==> src/rtl/mp_addsub_seq.sv <==
// Multi-precision add/sub/move/negate sequencer: one 16-bit word per cycle
// through a single adder, carry rippled across cycles, up to 64-bit operands.
module mp_addsub_seq (
    input  logic        clk,
    input  logic        rstn,
    input  logic        start,
    input  logic [2:0]  op,
    input  logic [1:0]  len,
    input  logic [63:0] a,
    input  logic [63:0] b,
    output logic        busy,
    output logic        done,
    output logic [63:0] y,
    output logic        cf,
    output logic        zf,
    output logic        nf
);

    // state | meaning
    // IDLE  | waiting for start; outputs hold the last result
    // RUN   | processing word idx through the 16-bit unit
    // FIN   | done pulse; result and flags final
    typedef enum logic [1:0] {IDLE, RUN, FIN} state_t;

    state_t      state, state_nxt;
    logic [1:0]  idx, len_r;
    logic [63:0] a_r, b_r;
    logic        ena_r, sub_r, carry, zacc;
    logic        dec_ena, dec_sub, dec_ci;
    logic        accept, last;
    logic [15:0] opa, opb;
    logic [16:0] sum;

    always_comb begin
        dec_ena = 1'b0;
        dec_sub = 1'b0;
        dec_ci  = 1'b0;
        case (op)
            3'd0: begin dec_ena = 1'b0; dec_sub = 1'b0; dec_ci = 1'b0; end
            3'd1: begin dec_ena = 1'b0; dec_sub = 1'b1; dec_ci = 1'b1; end
            3'd2: begin dec_ena = 1'b1; dec_sub = 1'b0; dec_ci = 1'b0; end
            3'd3: begin dec_ena = 1'b1; dec_sub = 1'b1; dec_ci = 1'b1; end
            3'd4: begin dec_ena = 1'b0; dec_sub = 1'b0; dec_ci = 1'b1; end
            3'd5: begin dec_ena = 1'b0; dec_sub = 1'b1; dec_ci = 1'b0; end
            3'd6: begin dec_ena = 1'b1; dec_sub = 1'b0; dec_ci = cf;   end
            default: begin dec_ena = 1'b1; dec_sub = 1'b1; dec_ci = cf; end
        endcase
    end

    assign accept = (state == IDLE) && start;
    assign last   = (idx == len_r);

    assign opa = ena_r ? a_r[{idx, 4'b0000} +: 16] : 16'h0000;
    assign opb = sub_r ? ~b_r[{idx, 4'b0000} +: 16] : b_r[{idx, 4'b0000} +: 16];
    assign sum = {1'b0, opa} + {1'b0, opb} + {16'h0000, carry};

    always_ff @(posedge clk or negedge rstn) begin
        if (!rstn) state <= IDLE;
        else       state <= state_nxt;
    end

    always_comb begin
        state_nxt = state;
        busy      = (state != IDLE);
        done      = (state == FIN);
        case (state)
            IDLE:    if (start) state_nxt = RUN;
            RUN:     if (last)  state_nxt = FIN;
            FIN:     state_nxt = IDLE;
            default: state_nxt = IDLE;
        endcase
    end

    always_ff @(posedge clk or negedge rstn) begin
        if (!rstn) begin
            idx   <= 2'd0;
            len_r <= 2'd0;
            a_r   <= 64'd0;
            b_r   <= 64'd0;
            ena_r <= 1'b0;
            sub_r <= 1'b0;
            carry <= 1'b0;
            zacc  <= 1'b0;
            y     <= 64'd0;
            cf    <= 1'b0;
            zf    <= 1'b0;
            nf    <= 1'b0;
        end else if (accept) begin
            idx   <= 2'd0;
            len_r <= len;
            a_r   <= a;
            b_r   <= b;
            ena_r <= dec_ena;
            sub_r <= dec_sub;
            carry <= dec_ci;
            zacc  <= 1'b1;
            y     <= 64'd0;
        end else if (state == RUN) begin
            y[{idx, 4'b0000} +: 16] <= sum[15:0];
            carry <= sum[16];
            zacc  <= zacc && (sum[15:0] == 16'h0000);
            if (last) begin
                cf <= sum[16];
                nf <= sum[15];
                zf <= zacc && (sum[15:0] == 16'h0000);
            end else begin
                idx <= idx + 2'd1;
            end
        end
    end

endmodule

==> config.mk <==
export PLATFORM = sky130hd
export DESIGN_NAME = mp_addsub_seq
export DESIGN_NICKNAME = d
export VERILOG_FILES = /design/src/rtl/mp_addsub_seq.sv
export SDC_FILE = /design/constraint.sdc
export NUM_CORES = 1
export LEC_CHECK = 0
export BUFFER_PORTS_ARGS = -buffer_cell sky130_fd_sc_hd__buf_2
export CAP_MARGIN = 20
export CORE_MARGIN = 2
export CORE_UTILIZATION = 49
export DETAILED_ROUTE_END_ITERATION = 16
export PLACE_DENSITY = 0.73
export SLEW_MARGIN = 15
export SYNTH_ARGS = -nofsm -noshare
export SYNTH_HDL_FRONTEND = slang
export SYNTH_SLANG_ARGS = --single-unit
==> constraint.sdc <==
create_clock -name clk -period 6.02 [get_ports clk]
set_input_delay 1.806 -clock clk [delete_from_list [all_inputs] [get_ports clk]]
set_output_delay 1.806 -clock clk [all_outputs]
set_load 0.05 [all_outputs]
======== Yosys cells after proc, flatten, opt, wreduce, memory -nomap -nowiden ========
Index checks and enable logic that the tools add are counted.
word-level totals
  bits in registers ....................... 205
  input port bits ......................... 136
  output and inout bits ................... 69
  logic and storage cells ................. 67
cells by class
  $add $sub $neg .......................... 4
  eq/ne operators ......................... 12
  shift-type cells ........................ 4
  muxes and demuxes ....................... 18
  bitwise operators ....................... 2
  reductions and logical operators ........ 14
operators by type and width
  cell                     number
  $mux 64                  2
  $shiftx 64x7->16         2
  $bwmux 64                1
  $shift 16x8->64 const A  1
  $shiftx 16x8->64         1
  $mux 16                  2
  $add 16x16->17           1
  $add 17x1->17            1
  $logic_not 16->1         1
  $not 16->16              1
  $mux 2                   5
  $eq 3x3->1 const B       3
  $neg 6->8                1
  $reduce_or 4->1          2
  $eq 3x2->1 const B       2
  $mux 1                   6
  $ne 2x2->1 const B       3
  $reduce_or 3->1          2
  $pmux 2 s2               1
  $reduce_and 2->1         2
  $reduce_bool 2->1        2
  $eq 3x1->1 const B       1
  $logic_not 3->1          1
  $reduce_and 3->1         1
  8 further kinds          9

======== Depth between registers and ports, before layout ========
  depth after elaboration ................. 9
  depth in mapped cells ................... 13
  depth with buffers taken out ............ 12

======== Least setup slack after synthesis ========
No wires, ideal clock.
  path kind ............................... register to register
  start ................................... register idx[0]
  end ..................................... register zacc
  library setup time ...................... 124 ps
  arrival time ............................ 3696 ps
  slack ................................... 2201 ps
  cell stages (with the launch flop) ...... 14
  path buffers ............................ 2
  cell sequence ........................... dfrtp_1 clkbuf_1 buf_2 mux4_2 xnor2_1 fa_1 fa_1 nor2b_4 o31a_2 o21ai_0 o311ai_0 a211oi_1 nand4_1 o21ai_1
on the way
  cells in the longest elaborated chain, start to end .. 9
ends and longest elaborated chain
  item                    line  RTL
  from (decl)             26    logic [1:0] idx, len_r;
  from (signal assigned)  107   idx <= idx + 2'd1;
  $shiftx 64x7->16        54    assign opb = sub_r ? ~b_r[{idx, 4'b0000} +: 16] : b_r[{idx, 4'b0000} +: 16];
  $not 16->16             54
  $mux 16                 54
  $add 16x16->17 (*)      55    assign sum = {1'b0, opa} + {1'b0, opb} + {16'h0000, carry};
  $add 17x1->17 (*)       55
  $logic_not 16->1 (*)    101   zacc <= zacc && (sum[15:0] == 16'h0000);
  $logic_and 1x1->1 (*)   101
  $mux 1 (*)              98    end else if (state == RUN) begin
  $mux 1 (*)              88    end else if (accept) begin
  to (signal assigned)    101
  to (decl)               28    logic ena_r, sub_r, carry, zacc;
Every way passes the cells marked *; elsewhere a longest branch is shown, timed or not. The select of a mux whose other input is x is not followed.
A chain may end at the register's enable or synchronous reset.

======== Worst setup path after layout ========
  start ................................... register idx[0]
  end ..................................... register zf
on the way
  cells in the longest elaborated chain, start to end .. 7
ends and longest elaborated chain
  item                  line  RTL
  $shiftx 64x7->16      54
  $not 16->16           54
  $mux 16               54
  $add 16x16->17        55
  $add 17x1->17         55
  $logic_not 16->1      105   zf <= zacc && (sum[15:0] == 16'h0000);
  $logic_and 1x1->1     105
  to (signal assigned)  105
  to (decl)             15    output logic zf,
Parallel ways exist; a longest one is shown, timed or not.

==> flow_summary.toml <==
[clock_tree]
htree_levels = 1
cts_hold_buffers = 0
numClockSinks = 205
cts_buffers = 22
cts_buffer_depth = 3
cts_resized = 0
clk_pin_slew_ps = 60
cts_tree = "yes"
cts_setup_buffers = 0
root_buffer = "clkbuf_16"
clkLatencyLatePin_ps = 500

[floorplanning]
die_area_um2 = 21000
start_util_pct = 50.0
io_pins = 205
die_h_um = 145
fp.dieW_um = 145
core_um2 = 19500
rows = 51

[routing]
via_per_inst = 5.67
drt-pass1-iter-count = 5
route.vias.total = 6877
totalWireLength_um = 23800
detail-route-antenna-nets = 0
drt-wirelength-per-cell_um = 19.6
drt_iter0_markers = 314
drcViolationCount = 0

[sta]
rsz0062_at_grt = "no"
period_needed_ps = 4250
finClkSkew_ps = 14.4
min_period_over_period_pct = 70.6
setup_viol = 0
worst_slew_pin_slew_ps = 1030
hold_viol = 0
max_slew_margin_pct = 31.3
clock.fmax_ghz = 0.235
finalMaxSlewViolations = 0
finalSetupTns_ps = 0

[synthesis]
seq_area_frac_synth_pct = 52.7
synth_edf_count = 0
async_flop_share_pct = 100
synth_flop_cell = "dfrtp_1"
avgSynthCellArea_um2 = 13.3
synth.net_count = 889
netlist_instances = 732
ys_ff_latch = 205
syn-cell-area_um2 = 9730
synth_warnings = 0
synth_cell_types = 61

[critical_path]
crit_type = "flip-flop to flip-flop"
critPathMaxFanout = 31
critPathArrivalTime_ps = 4680
worstPathRequired_ps = 6450
critPathCaptureType = "flip-flop"
critPathLaunchType = "flip-flop"

[place]
dp_hpwl_um = 17300
post_dp_cell_area_um2 = 11000
portBuffers = 204
gp_congestion = 0.881

[global_route]
grt_overflow = 0
grt_max_degree = 130
grt_pass1_wl_um = 36600
antenna_found_initial = 0
grt_util_all_layers_pct = 22.6
grt_pass1_vias = 6699

[layout]
nNetsFinal = 1089
layout_common_cells = "buf_2, dfrtp_1, mux2_2"
drive_gt1_share_pct = 46.4
syn_to_final_growth_pct = 20.6
mostFrequentLayoutCell = "buf_2"
final_cell_area_um2 = 11700
num-fill-cells = 1543
n_antenna_cell = 0

[outcome]
status = "finished clean"

[run]
maxCapViolCount = 0

[hold_path]
min_path_type = "flip-flop to flip-flop"
==> worst max-delay path, cell delays in order, from the launching register on <==
cell	delay, ps
dfrtp_2	670
buf_4	550
mux4_2	320
nand2_1	70
fa_1	490
fa_1	460
nor2b_4	170
o2111ai_1	160
a32oi_1	210
o311ai_0	240
clkbuf_2	200
a211oi_1	270
nand4_1	170
o21ai_1	170
==> flip-flops by register name, indices dropped and copies added (netlist names) <==
register / cells
zf: 1
nf: 1
zacc: 1
b_r: 64
cf: 1
sub_r: 1
a_r: 64
ena_r: 1
y: 64
idx: 2
carry: 1
len_r: 2
state: 2
==> layout make-up <==
class / instances / area (um^2) / area share (%)
clock inverter: 6 / 38.8 / 0.331
timing repair buffer: 217 / 1130 / 9.65
tap: 265 / 332 / 2.83
multi-input combinational: 475 / 4360 / 37.2
clock buffer: 33 / 693 / 5.91
inverter: 11 / 41.3 / 0.352
sequential: 205 / 5130 / 43.8
==> per-layer routing <==
layer  vias up  global-route usage, %  share of wire (%)
met2       259                   35.7                 47
met5         -                      0                  0
met4         0                   5.11                2.1
met3        30                   2.96                5.8
li1       3123                      -                  -
met1      3465                   33.7                 45
==> stage by stage <==
step	worst slack (ps)	hold WS [ps]	std cells	utilization, %
2_1_floorplan	2200	467	732	-
3_3_place_gp	1670	457	1170	56.4
3_5_place_dp	1480	468	1171	56.5
4_1_cts	1480	481	1210	60.2
5_1_grt	1420	499	1212	60.3
6_report	1770	476	1212	60.3
==> path summary, 6_finish.rpt <==
| kind | start | endpoint | slack (ps) | cells past startpoint |
|---|---|---|---|---|
| worst max-delay path | idx[0]$_DFFE_PN0P_ | zf$_DFFE_PN0P_ | 1770 | 13 |
| worst min-delay path | y[17]$_DFFE_PN0P_ | y[17]$_DFFE_PN0P_ | 480 | 2 |
| worst max register to register | idx[0]$_DFFE_PN0P_ | zf$_DFFE_PN0P_ | 1770 | 13 |
| worst min register to register | y[17]$_DFFE_PN0P_ | y[17]$_DFFE_PN0P_ | 480 | 2 |
| max in group asynchronous | rstn | idx[1]$_DFFE_PN0P_ | 3620 | 2 |
| min in group asynchronous | rstn | y[22]$_DFFE_PN0P_ | 1420 | 1 |
==> cell usage after synthesis, drive strengths merged, types with 5 or more instances <==
cell type / number / area share (%)
dfrtp: 205 / 53
mux2: 133 / 15
nand2: 42 / 1.6
o21ai: 41 / 2.1
a22o: 36 / 3.2
mux4: 31 / 7.2
buf: 23 / 1.4
ha: 19 / 2.4
xor2: 19 / 1.7
clkbuf: 18 / 0.69
nor2: 18 / 0.69
and2: 16 / 1.0
a21oi: 15 / 0.77
inv: 11 / 0.42
nor3: 10 / 0.51
o21a: 9 / 0.69
nor2b: 6 / 0.46
a211oi: 5 / 0.49
and3: 5 / 0.33
nand3: 5 / 0.26
or3: 5 / 0.49
==> logic make-up after synthesis <==
| kind of cell | after synthesis | synth area share, % |
|---|---|---|
| DFF | 205 | 52.7 |
| adders and majority gates | 21 | 2.86 |
| muxes | 168 | 23.0 |
| xor gates and xnor gates | 23 | 2.07 |
| buffers and inverters | 52 | 2.50 |
| AOI/OAI and AO/OA | 134 | 9.78 |
| and+or+nand+nor | 129 | 7.06 |
Power is not shown: default switching activity piles up to over one toggle a cycle in this logic, so the estimate is an artifact.
